File: config.mk
export PLATFORM = sky130hd
export DESIGN_NAME = line_buffer_rd_sched
export DESIGN_NICKNAME = d
export VERILOG_FILES = /design/src/rtl/line_buffer_rd_sched.sv
export SDC_FILE = /design/constraint.sdc
export NUM_CORES = 1
export LEC_CHECK = 0
export ABC_AREA = 1
export BUFFER_PORTS_ARGS = -buffer_cell sky130_fd_sc_hd__clkbuf_2
export CORE_MARGIN = 2
export CORE_UTILIZATION = 35
export CTS_BUF_LIST = sky130_fd_sc_hd__clkbuf_4 sky130_fd_sc_hd__clkbuf_8
export DETAILED_ROUTE_END_ITERATION = 10
export HOLD_SLACK_MARGIN = 0.15
export PLACE_DENSITY = 0.66
export SETUP_SLACK_MARGIN = 0.1
export SYNTH_ARGS = -nofsm -noshare
export SYNTH_HDL_FRONTEND = slang
export SYNTH_SLANG_ARGS = --single-unit
File: constraint.sdc
create_clock -name clk -period 3 [get_ports clk]
set_input_delay 0.3 -clock clk [delete_from_list [all_inputs] [get_ports clk]]
set_output_delay 0.3 -clock clk [all_outputs]
set_load 0.03 [all_outputs]
File: src/rtl/line_buffer_rd_sched.sv
// line_buffer_rd_sched
//   Read scheduler / flow controller for a NUM_LINES x LINE_WIDTH line buffer.
//   The write stream passes straight through to the buffer and is gated by
//   in_ready. Complete lines are counted in lines_avail. Once WIN_LINES lines
//   are resident, one pass is emitted: for every column, WIN_LINES vertically
//   adjacent pixels, oldest line first. The oldest line is then retired.
//   Optional statistics counters: define LB_SCHED_STATS_EN.
module line_buffer_rd_sched #(
    parameter int PIXEL_WIDTH = 8,
    parameter int LINE_WIDTH  = 1920,
    parameter int NUM_LINES   = 3,
    parameter int WIN_LINES   = 2
) (
    input  logic                             clk,
    input  logic                             rst_n,
    input  logic [PIXEL_WIDTH-1:0]           in_pixel,
    input  logic                             in_valid,
    output logic                             in_ready,
    output logic [PIXEL_WIDTH-1:0]           lb_pixel_in,
    output logic                             lb_pixel_in_valid,
    output logic [$clog2(NUM_LINES)-1:0]     lb_rd_line_sel,
    output logic [$clog2(LINE_WIDTH)-1:0]    lb_rd_col_sel,
    input  logic [PIXEL_WIDTH-1:0]           lb_pixel_out,
    output logic [PIXEL_WIDTH-1:0]           out_pixel,
    output logic                             out_valid,
    input  logic                             out_ready,
    output logic [$clog2(WIN_LINES):0]       out_tap,
    output logic                             out_last,
    output logic [$clog2(NUM_LINES+1)-1:0]   lines_avail,
    output logic                             busy
`ifdef LB_SCHED_STATS_EN
    ,
    output logic [15:0]                      pass_count,
    output logic [15:0]                      stall_count
`endif
);

    localparam int LSEL_W = $clog2(NUM_LINES);
    localparam int COL_W  = $clog2(LINE_WIDTH);
    localparam int TAP_W  = $clog2(WIN_LINES) + 1;
    localparam int AV_W   = $clog2(NUM_LINES + 1);

    localparam logic [COL_W-1:0]  LAST_COL    = COL_W'(LINE_WIDTH - 1);
    localparam logic [TAP_W-1:0]  LAST_K      = TAP_W'(WIN_LINES - 1);
    localparam logic [LSEL_W-1:0] LAST_LINE   = LSEL_W'(NUM_LINES - 1);
    localparam logic [LSEL_W:0]   NUM_LINES_S = (LSEL_W + 1)'(NUM_LINES);
    localparam logic [AV_W-1:0]   NUM_LINES_A = AV_W'(NUM_LINES);
    localparam logic [AV_W-1:0]   WIN_LINES_A = AV_W'(WIN_LINES);

    typedef enum logic [1:0] {
        ST_IDLE,
        ST_RUN,
        ST_RETIRE
    } state_t;

    state_t              state_reg;
    logic [COL_W-1:0]    wr_col_reg;
    logic [AV_W-1:0]     lines_avail_reg;
    logic [LSEL_W-1:0]   base_reg;
    logic [COL_W-1:0]    col_reg;
    logic [TAP_W-1:0]    k_reg;
    logic [LSEL_W-1:0]   line_sel_reg;
    logic                out_valid_reg;
    logic                out_last_reg;

    logic                accept;
    logic                line_done;
    logic                retire;
    logic [TAP_W-1:0]    k_inc;
    logic [COL_W-1:0]    col_inc;

    // Physical line holding window row k: the ring starts at base.
    function automatic logic [LSEL_W-1:0] line_of(input logic [LSEL_W-1:0] b,
                                                  input logic [TAP_W-1:0]  k);
        logic [LSEL_W:0] sum;
        sum = {1'b0, b} + (LSEL_W + 1)'(k);
        if (sum >= NUM_LINES_S) begin
            sum = sum - NUM_LINES_S;
        end
        return sum[LSEL_W-1:0];
    endfunction

    // The writer always targets the line after the resident ones, so a full
    // ring must stall the source rather than overwrite unread data.
    assign in_ready          = (lines_avail_reg < NUM_LINES_A);
    assign accept            = in_valid & in_ready;
    assign lb_pixel_in       = in_pixel;
    assign lb_pixel_in_valid = accept;
    assign line_done         = accept && (wr_col_reg == LAST_COL);
    assign retire            = (state_reg == ST_RETIRE);

    assign k_inc   = k_reg + 1'b1;
    assign col_inc = col_reg + 1'b1;

    assign out_pixel      = lb_pixel_out;
    assign out_valid      = out_valid_reg;
    assign out_last       = out_last_reg;
    assign out_tap        = k_reg;
    assign lb_rd_line_sel = line_sel_reg;
    assign lb_rd_col_sel  = col_reg;
    assign lines_avail    = lines_avail_reg;
    assign busy           = (state_reg != ST_IDLE);

    // Shadow of the buffer's write column pointer.
    always_ff @(posedge clk or negedge rst_n) begin
        if (!rst_n) begin
            wr_col_reg <= '0;
        end else if (accept) begin
            wr_col_reg <= (wr_col_reg == LAST_COL) ? '0 : wr_col_reg + 1'b1;
        end
    end

    // Resident line count: +1 on a completed line, -1 on retire, both cancel.
    always_ff @(posedge clk or negedge rst_n) begin
        if (!rst_n) begin
            lines_avail_reg <= '0;
        end else begin
            case ({line_done, retire})
                2'b10:   lines_avail_reg <= lines_avail_reg + 1'b1;
                2'b01:   lines_avail_reg <= lines_avail_reg - 1'b1;
                default: lines_avail_reg <= lines_avail_reg;
            endcase
        end
    end

    // Pass sequencer: column-major walk of the window, then retire the oldest line.
    always_ff @(posedge clk or negedge rst_n) begin
        if (!rst_n) begin
            state_reg     <= ST_IDLE;
            base_reg      <= '0;
            col_reg       <= '0;
            k_reg         <= '0;
            line_sel_reg  <= '0;
            out_valid_reg <= 1'b0;
            out_last_reg  <= 1'b0;
        end else begin
            case (state_reg)
                ST_IDLE: begin
                    if (lines_avail_reg >= WIN_LINES_A) begin
                        state_reg     <= ST_RUN;
                        col_reg       <= '0;
                        k_reg         <= '0;
                        line_sel_reg  <= base_reg;
                        out_valid_reg <= 1'b1;
                        out_last_reg  <= 1'b0;
                    end
                end
                ST_RUN: begin
                    if (out_ready) begin
                        if (out_last_reg) begin
                            state_reg     <= ST_RETIRE;
                            out_valid_reg <= 1'b0;
                            out_last_reg  <= 1'b0;
                        end else if (k_reg != LAST_K) begin
                            k_reg        <= k_inc;
                            line_sel_reg <= line_of(base_reg, k_inc);
                            out_last_reg <= (col_reg == LAST_COL) && (k_inc == LAST_K);
                        end else begin
                            k_reg        <= '0;
                            col_reg      <= col_inc;
                            line_sel_reg <= base_reg;
                            out_last_reg <= (col_inc == LAST_COL) && (LAST_K == '0);
                        end
                    end
                end
                ST_RETIRE: begin
                    base_reg  <= (base_reg == LAST_LINE) ? '0 : base_reg + 1'b1;
                    state_reg <= ST_IDLE;
                end
                default: begin
                    state_reg     <= ST_IDLE;
                    out_valid_reg <= 1'b0;
                    out_last_reg  <= 1'b0;
                end
            endcase
        end
    end

`ifdef LB_SCHED_STATS_EN
    logic [15:0] pass_count_reg;
    logic [15:0] stall_count_reg;

    assign pass_count  = pass_count_reg;
    assign stall_count = stall_count_reg;

    // Saturating count of completed passes.
    always_ff @(posedge clk or negedge rst_n) begin
        if (!rst_n) begin
            pass_count_reg <= '0;
        end else if (retire && (pass_count_reg != 16'hFFFF)) begin
            pass_count_reg <= pass_count_reg + 1'b1;
        end
    end

    // Saturating count of cycles the source was held off.
    always_ff @(posedge clk or negedge rst_n) begin
        if (!rst_n) begin
            stall_count_reg <= '0;
        end else if (in_valid && !in_ready && (stall_count_reg != 16'hFFFF)) begin
            stall_count_reg <= stall_count_reg + 1'b1;
        end
    end
`endif

endmodule
==> results.toml, run 1 <==
[global_route]
grt_pass1_wl_um = 6930
antenna_found_initial = 0
grt_max_degree = 35
first_global_vias = 1572
grt-ovfl-total = 0
track_usage_pct = 13.2

[cells_and_area]
drive_gt1_share_pct = 18.6
diodes = 0
final_area_um2 = 2330
finalNetCount = 324
areaGrowthSynthToFinish_pct = 7.38

[placement]
place.gp.congestion = 0.786
dpl.hpwl_um = 3040
port_buffers = 25
placed_area_um2 = 2230
place_ws_ps = 861

[yosys]
synthAdderAreaFrac_pct = 5.54
synth_cell_types = 32
synthDominantCellAreaShare_pct = 39.2
synth_ff_type = "dfrtp_1"
synth-compound-area-share_pct = 6.57
yosys-top-cells-area = "dfrtp_1, nand2_1, nand3_1, inv_1, buf_4"
syn-mean-instance-area_um2 = 7.69
synth_fp_nets = 311
seq_area_frac_synth_pct = 39.2
synth_area_um2 = 2170
ys_seq_elements = 34
ys_async_sr_fraction_pct = 100
yosys_warnings = 0
synth-xor-area-share_pct = 1.61
synthSimpleGateAreaFrac_pct = 32.7
muxShareOfSynthArea_pct = 0
syn-instance-count = 282
post-synth-top-area-cell = "dfrtp_1"
synth_edf_count = 0
synth_top_family_by_area = "simple AND/OR/NAND/NOR gates"

[die]
initial_core_util_pct = 36.4
coreArea_um2 = 5960
die_area_um2 = 6840
dieWidth_um = 82.7
die_y_um = 82.7
io_pins = 58
row_count = 28

[clocking]
cts.sinks = 34
cts_buffers = 5
cts_max_level = 2
clkLatencyLatePin_ps = 290
cts_setup_buffers = 0
clockBufferDepth = 2
cts_resized = 0
clockRootBuffer = "clkbuf_8"
ctsHoldBuffers = 0
path_clk_slew_ps = 70
cts_tree = "done"

[worst_setup_path]
crit_chain = "inv_1, ha_1, fa_1, ha_1, nor2_1, a21o_1, nand3_1, a21boi_2"
endpoint_kind = "flop"
cpMaxStageDelayCell = "fa_1"
worst_setup_path_start_kind = "flop"
cpMostUsedCell = "ha_1"
crit_required_ps = 3220
critPathMaxFanout = 5
slowest_delay_ps = 520
cp.arrival_ps = 2380
crit_type = "flop to flop"

[timing]
finalHoldViolations = 0
setup_tns_ps = 0
min_period_over_period_pct = 71.9
finalClockSkew_ps = 3.68
fin_ws_ps = 844
drv_slew = 0
fmax_mhz = 464
post-route-min-period_ps = 2160
rsz0062_at_grt = "false"
slew-limit-headroom_pct = 43.3
tightest_slew_ps = 850
setup_viol = 0

[detailed_routing]
num_vias = 1740
viasPerCell = 4.69
post-route-drc-count = 0
drtIter0Drc = 147
drtPass1Iterations = 4
post_drt_wl_per_cell_um = 11.0
wl_um = 4070
detail-route-antenna-nets = 0

[min_path]
min_path_type = "primary input to asynchronous set/reset pin"

[pwr]
power.leakage_nw = 1.23
p_total_mw = 1.61
powerDensity_nw_per_um2 = 693
peakVddDrop_mv = 0.290

[flow_run]
max_cap_viol_count = 0

[outcome]
run_status = "complete, no violations"
kinds of logic after synthesis:
kind of cell	Yosys count
compound gates	25
xor+xnor	4
fa+ha+maj	9
buf+inv	61
flops	34
simple gates	149
worst max-delay path: cells and delay by family (launching register included):
family	cells	cell delay (ps)
AO/OA/AOI/OAI	2	280
adder cells (fa/ha/maj)	3	1000
buffers and inverters	1	150
flip-flops	1	400
AND/OR/NAND/NOR	2	260
cell usage in the layout, fill, tap and decap left out:
cell type and count:
clkbuf_8 6, o211ai_1 1, o21ai_1 11, o21bai_1 1
nor2_4 2, clkbuf_2 25, clkbuf_4 1, fa_1 1
nand3_2 1, ha_1 8, o21ai_0 6, nand4_1 7
a21o_1 1, a21boi_2 1, inv_1 37, or2_2 1
nand2_1 64, nor3_1 3, a21oi_2 1, nor2_2 3
nor3b_2 1, dfrtp_1 34, inv_2 5, a21oi_1 3
nand2_2 4, nor2_8 1, clkinv_2 1, nand3_4 1
nand2_4 1, nor2_1 27, nand3_1 33, xnor2_1 3
xor2_1 1
where the power goes:
group	internal, mW	switching (mW)
Sequential	0.558	0.113
Clock	0.194	0.166
Combinational	0.199	0.385
Total	0.951	0.664
layer usage:
| layer | share of wire (%) | up-vias | global-route usage [%] |
|---|---|---|---|
| met5 | 0 | - | 0 |
| met2 | 46 | 32 | 21.3 |
| met4 | 1.3 | 0 | 4.59 |
| met3 | 5.4 | 6 | 4.78 |
| met1 | 47 | 793 | 16.4 |
| li1 | - | 909 | - |
final timing paths:
path / startpoint / end / slack, ps / cells after the start
setup / recovery: out_tap[0] / lb_rd_line_sel[1] / 840 / 8
hold / removal: rst_n / lb_rd_col_sel[8] / 100 / 1
setup reg to reg: out_tap[0] / lb_rd_line_sel[1] / 840 / 8
hold reg to reg: out_valid / out_valid / 470 / 2
max in group asynchronous: rst_n / lines_avail[0] / 2360 / 1
min in group clk: in_valid / wr_col_reg[1] / 350 / 4
final cells by class:
cell class / count / area, um2
clock buffer: 7 / 90.1
timing repair buffer: 25 / 125
clock inverter: 1 / 5.00
sequential: 34 / 851
tap: 75 / 93.8
inverter: 42 / 158
fill: 617 / 3630
multi-input combinational: 187 / 1010
cells in the mapped netlist, types with 4 or more instances:
library cell  count
nand2_2           4
nand4_1           7
ha_1              8
inv_2             5
o21ai_1          11
buf_4            17
inv_1            37
o21ai_0           6
nand2_1          64
nor2_1           27
dfrtp_1          34
nand3_1          33
through the flow:
stage          std cells  hold WS, ps  utilization [%]
2_1_floorplan        282         4.41                -
4_1_cts              371          151             39.1
3_5_place_dp         363          465             37.5
6_report             371          105             39.1
5_1_grt              371          179             39.1
3_3_place_gp         363          459             37.5
(Power assumes the default switching activity.)
==> run 2, diff against run 1 <==
Clock period 3 ns to 2.2 ns, I/O delays scaled along.
==> run 2 against run 1 <==
  * Register-to-register slack worse by 620 ps
  * Sequential share of layout area shrank 0.85 points
  * Die area stayed put
  * Utilization grew 1.1 points
  * Final cell count is 1.1% higher
  * Non-clock buffer count is 4 higher
  * Sequential power rose by 38%
  * Clock power up 53%
  * Via count up 2.7%
  * Worst setup slack got worse by 620 ps
  * Global-route usage up 0.66 points
  * Total power grew 43%
  * Critical path type unchanged
  * Critical endpoint is now lb_rd_line_sel[0]
  * Highest routed layer unchanged
==> results.toml, run 2 (synthesized netlist as in run 1, its figures left out) <==
[timing]
rsz0062_at_grt = "false"
min_period_over_period_pct = 90.0
finalClockSkew_ps = 7.82
tightest_slew_ps = 686
drv_slew = 0
post-route-min-period_ps = 1980
setup_viol = 0
fmax_mhz = 505
finalHoldViolations = 0
slew-limit-headroom_pct = 54.3

[clocking]
cts_max_level = 2
clockBufferDepth = 2
clockRootBuffer = "clkbuf_8"
cts_buffers = 5
cts_tree = "done"
cts.sinks = 34
clkLatencyLatePin_ps = 290
path_clk_slew_ps = 70

[cells_and_area]
layout_commonest_cell = "nand2_1"
finalNetCount = 328
final_cells = 375
diodes = 0
multi_input_area_um2 = 1020
seqCellArea_um2 = 853
areaGrowthSynthToFinish_pct = 10.3
final_cell_mix = "nand2_1, inv_1, nand3_1, dfrtp_1, nor2_1"
fillers = 621
final_area_um2 = 2390
drive_gt1_share_pct = 21.3

[pwr]
intPower_mw = 1.37
netSwitchingFraction_pct = 40.6
powerDensity_nw_per_um2 = 963
power.leakage_nw = 1.25
switchingPower_mw = 0.934
clock_power_share_pct = 23.9
p_comb_share_pct = 36.0
pwr-share-seq_pct = 40.1
peakVddDrop_mv = 0.458

[detailed_routing]
post_drt_wl_per_cell_um = 11.5
viasPerCell = 4.77
wl_um = 4310
drtIter0Drc = 122
detail-route-antenna-nets = 0
post-route-drc-count = 0
num_vias = 1787
drtPass1Iterations = 4

[worst_setup_path]
cp_num_buf_inv = 1
r2r-start = "out_tap[0]"
rrSetupSlack_ps = 220
critPathMaxFanout = 5
cp.arrival_ps = 2210
crit_family = "adder cells"
reg2reg_depth = 9
slowest_delay_ps = 480
worst_setup_path_start_kind = "flop"
crit_chain = "inv_2, ha_1, fa_1, ha_2, nor2_4, nand3_1, o211ai_1, nand3_1, nand2_1"
cpMaxStageDelayCell = "fa_1"
crit_required_ps = 2430
cpMostUsedCell = "nand3_1"
endpoint_kind = "flop"
worst_r2r_endpoint = "lb_rd_line_sel[0]"
crit_type = "flop to flop"

[die]
row_count = 28
die_area_um2 = 6840
dieWidth_um = 82.7
initial_core_util_pct = 36.4
io_pins = 58
coreArea_um2 = 5960
die_y_um = 82.7

[placement]
place.gp.congestion = 0.796
placed_area_um2 = 2250
dp.cells = 365
dpl.hpwl_um = 3230
port_buffers = 25

[min_path]
hold_depth = 4
min_delay_worst_endpoint = "state_reg[0]"
hold_path.startpoint = "out_ready"
min_path_type = "primary input to flop"

[global_route]
antenna_found_initial = 0
grt_pass1_wl_um = 7190
grt-ovfl-total = 0
first_global_vias = 1631
track_usage_pct = 13.9
grt_max_degree = 27

[flow_run]
max_cap_viol_count = 0

[outcome]
run_status = "complete, no violations"
run 2: cell count changes in the layout (fill, tap and decap cells not counted), moves of 2 or more:
cell and change:
dfrtp_1 -2, buf_4 +3, dfrtp_2 +2, clkbuf_8 +2
run 2: final cells by class:
| class | instances | share of cell area, % |
|---|---|---|
| Sequential cell | 34 | 35.7 |
| Clock buffer | 8 | 4.60 |
| Tap cell | 75 | 3.92 |
| Multi-Input combinational cell | 187 | 42.6 |
| Inverter | 42 | 6.59 |
| Timing Repair Buffer | 29 | 6.59 |
run 2: worst max-delay path by stage:
stage | start | slack [ps] | cells after the start | to
3_3_place_gp | out_tap[0] | 110 | 8 | lb_rd_line_sel[1]
3_5_place_dp | out_tap[0] | -4 | 9 | lb_rd_line_sel[0]
2_1_floorplan | out_tap[0] | 70 | 8 | lb_rd_line_sel[1]
4_1_cts | out_tap[0] | 120 | 9 | lb_rd_line_sel[0]
6_report | out_tap[0] | 220 | 9 | lb_rd_line_sel[0]
5_1_grt | out_tap[1] | 120 | 9 | lb_rd_line_sel[0]
run 2: tightest hold or removal path: stages:
cell and delay [ps]:
clkbuf_2 90, inv_1 60, nand3_4 90, nand3_1 70
run 2: power by group through the flow:
stage,Combinational (mW),Sequential [mW],Clock [mW]
after floorplan,0.523,1.06,0
after global placement,0.787,0.927,0
after detailed placement,0.810,0.931,0
after CTS,0.819,0.922,0.564
after global routing,0.937,0.943,0.602
final,0.830,0.923,0.550
run 2: layer usage:
metal | track usage (%) | vias up | wire, um | part of all wire [%]
met5 | 0 | - | 0 | 0
met4 | 3.61 | 0 | 42 | 0.98
met3 | 4.35 | 5 | 266 | 6.2
met2 | 23.5 | 45 | 2020 | 47
met1 | 17.1 | 821 | 1980 | 46
li1 | - | 916 | - | -
run 2: per-stage QoR:
step | worst slack, ps | TNS, ps | hold WS [ps] | utilization, % | total power [mW]
2_1_floorplan | 74.1 | 0 | -75.6 | - | 1.59
3_3_place_gp | 112 | 0 | 286 | 37.9 | 1.71
3_5_place_dp | -3.88 | -3.88 | 301 | 37.9 | 1.74
4_1_cts | 117 | 0 | 270 | 39.9 | 2.30
5_1_grt | 123 | 0 | 264 | 40.2 | 2.48
6_report | 221 | 0 | 272 | 40.2 | 2.30
run 2: what timing repair did:
action,in CTS,in global routing
gates resized for setup,2,2
endpoints found under the setup margin,2,2
setup buffers,0,1
pin swaps,0,1
hold endpoints to repair,25,0
hold buffers,1,0
==> run 3, diff against run 2 <==
Clock period 2.2 ns to 2.4 ns, I/O delays scaled along.
==> run 3 against run 2 <==
  * Critical path type unchanged
  * Final cell count decreased by 0.53%
  * Sequential share of layout area increased by 0.31 points
  * Maximum frequency decreased by 5.8%
  * Design area decreased by 1.2%
  * Register-to-register slack improved by 80 ps
  * Total power decreased by 9.8%
  * Non-clock buffer count decreased by 2
  * Routed wire length decreased by 2.6%
==> results.toml, run 3 (synthesized netlist as in run 1, its figures left out) <==
[die]
coreArea_um2 = 5960
die_y_um = 82.7
initial_core_util_pct = 36.4
die_area_um2 = 6840
dieWidth_um = 82.7
row_count = 28
io_pins = 58

[worst_setup_path]
crit_required_ps = 2620
cp.arrival_ps = 2320
worst_setup_path_start_kind = "flop"
crit_chain = "inv_1, ha_1, fa_1, ha_1, nor2_2, a21o_1, nand3_1, a21boi_2"
r2r-start = "out_tap[0]"
endpoint_kind = "flop"
crit_type = "flop to flop"
cpMostUsedCell = "ha_1"
slowest_delay_ps = 520
cpMaxStageDelayCell = "fa_1"
reg2reg_depth = 8
cp_num_buf_inv = 1
crit_family = "adder cells"
rrSetupSlack_ps = 300
worst_r2r_endpoint = "lb_rd_line_sel[1]"
critPathMaxFanout = 5

[detailed_routing]
num_vias = 1736
viasPerCell = 4.65
detail-route-antenna-nets = 0
post_drt_wl_per_cell_um = 11.2
drtIter0Drc = 86
post-route-drc-count = 0
wl_um = 4200
drtPass1Iterations = 5

[timing]
setup_tns_ps = 0
finalHoldViolations = 0
slew-limit-headroom_pct = 43.0
finalClockSkew_ps = 7.30
fmax_mhz = 476
tightest_slew_ps = 855
min_period_over_period_pct = 87.6
post-route-min-period_ps = 2100
drv_slew = 0
setup_viol = 0
rsz0062_at_grt = "false"

[clocking]
clockBufferDepth = 2
clkLatencyLatePin_ps = 290
clockRootBuffer = "clkbuf_8"
cts.sinks = 34
cts_tree = "done"
cts_max_level = 2
path_clk_slew_ps = 70
cts_buffers = 5

[placement]
dpl.hpwl_um = 3130
port_buffers = 25
place.gp.congestion = 0.791
placed_area_um2 = 2240

[global_route]
track_usage_pct = 14.1
first_global_vias = 1681
grt-ovfl-total = 0
antenna_found_initial = 0
grt_max_degree = 35
grt_pass1_wl_um = 7300

[min_path]
hold_path.startpoint = "in_valid"
min_path_type = "primary input to flop"
hold_depth = 4
min_delay_worst_endpoint = "wr_col_reg[1]"

[cells_and_area]
drive_gt1_share_pct = 19.1
fillers = 615
seqCellArea_um2 = 851
finalNetCount = 326
areaGrowthSynthToFinish_pct = 9.00
final_area_um2 = 2360
multi_input_area_um2 = 1010
diodes = 0
layout_commonest_cell = "nand2_1"
final_cell_mix = "nand2_1, inv_1, dfrtp_1, nand3_1, nor2_1"
final_util_pct = 39.7

[flow_run]
max_cap_viol_count = 0

[pwr]
p_total_mw = 2.08
power.leakage_nw = 1.24
peakVddDrop_mv = 0.415
powerDensity_nw_per_um2 = 878

[outcome]
run_status = "complete, no violations"
## run 3: cell count changes in the layout (fill, tap and decap cells not counted), sizes merged
cell / before / now
buf: 3 / 1
## run 3: tightest hold or removal path: stages
cell      delay [ps]
clkbuf_2          80
nand2_2           90
nand2_1           70
nand2_1           50
## run 3: repair_timing
| action | in CTS | in global routing |
|---|---|---|
| hold buffers | 1 | 0 |
| resized for setup | 0 | 1 |
| setup endpoints to repair | 0 | 2 |
| setup buffers | 0 | 0 |
| hold endpoints to repair | 34 | 0 |
## run 3: where the power goes
group,internal [mW],total [mW],switching [mW]
clock network,0.290,0.502,0.212
logic,0.253,0.733,0.481
registers,0.698,0.842,0.144
## run 3: layout make-up
cell class / instances / share of cell area, %
clock buffers: 8 / 4.66
inverters: 42 / 6.67
multi-input cells: 187 / 42.7
flip-flops and latches: 34 / 36.0
well taps: 75 / 3.97
repair buffers: 27 / 6.03
## run 3: worst max path at each step
stage,start,end,cells past startpoint
floorplan,out_tap[0],lb_rd_line_sel[1],8
global placement,out_tap[0],lb_rd_line_sel[1],8
detailed placement,out_tap[0],lb_rd_line_sel[1],8
CTS,out_tap[0],lb_rd_line_sel[1],8
global route,out_tap[0],lb_rd_line_sel[1],8
finish,out_tap[0],lb_rd_line_sel[1],8
## run 3: metal layers
| layer | global-route usage, % | share of wire, % | wire length (um) |
|---|---|---|---|
| met5 | 0 | 0 | 0 |
| met2 | 23.4 | 46 | 1950 |
| met3 | 4.02 | 5.9 | 246 |
| met1 | 17.3 | 47 | 1960 |
| met4 | 5.08 | 1.1 | 48 |
## run 3: per-stage QoR
step | instances | hold slack [ps] | setup slack, ps
4_1_cts | 373 | 298 | 222
6_report | 373 | 293 | 299
3_3_place_gp | 364 | 396 | 325
5_1_grt | 373 | 322 | 144
3_5_place_dp | 364 | 406 | 228
2_1_floorplan | 282 | -55.6 | 168
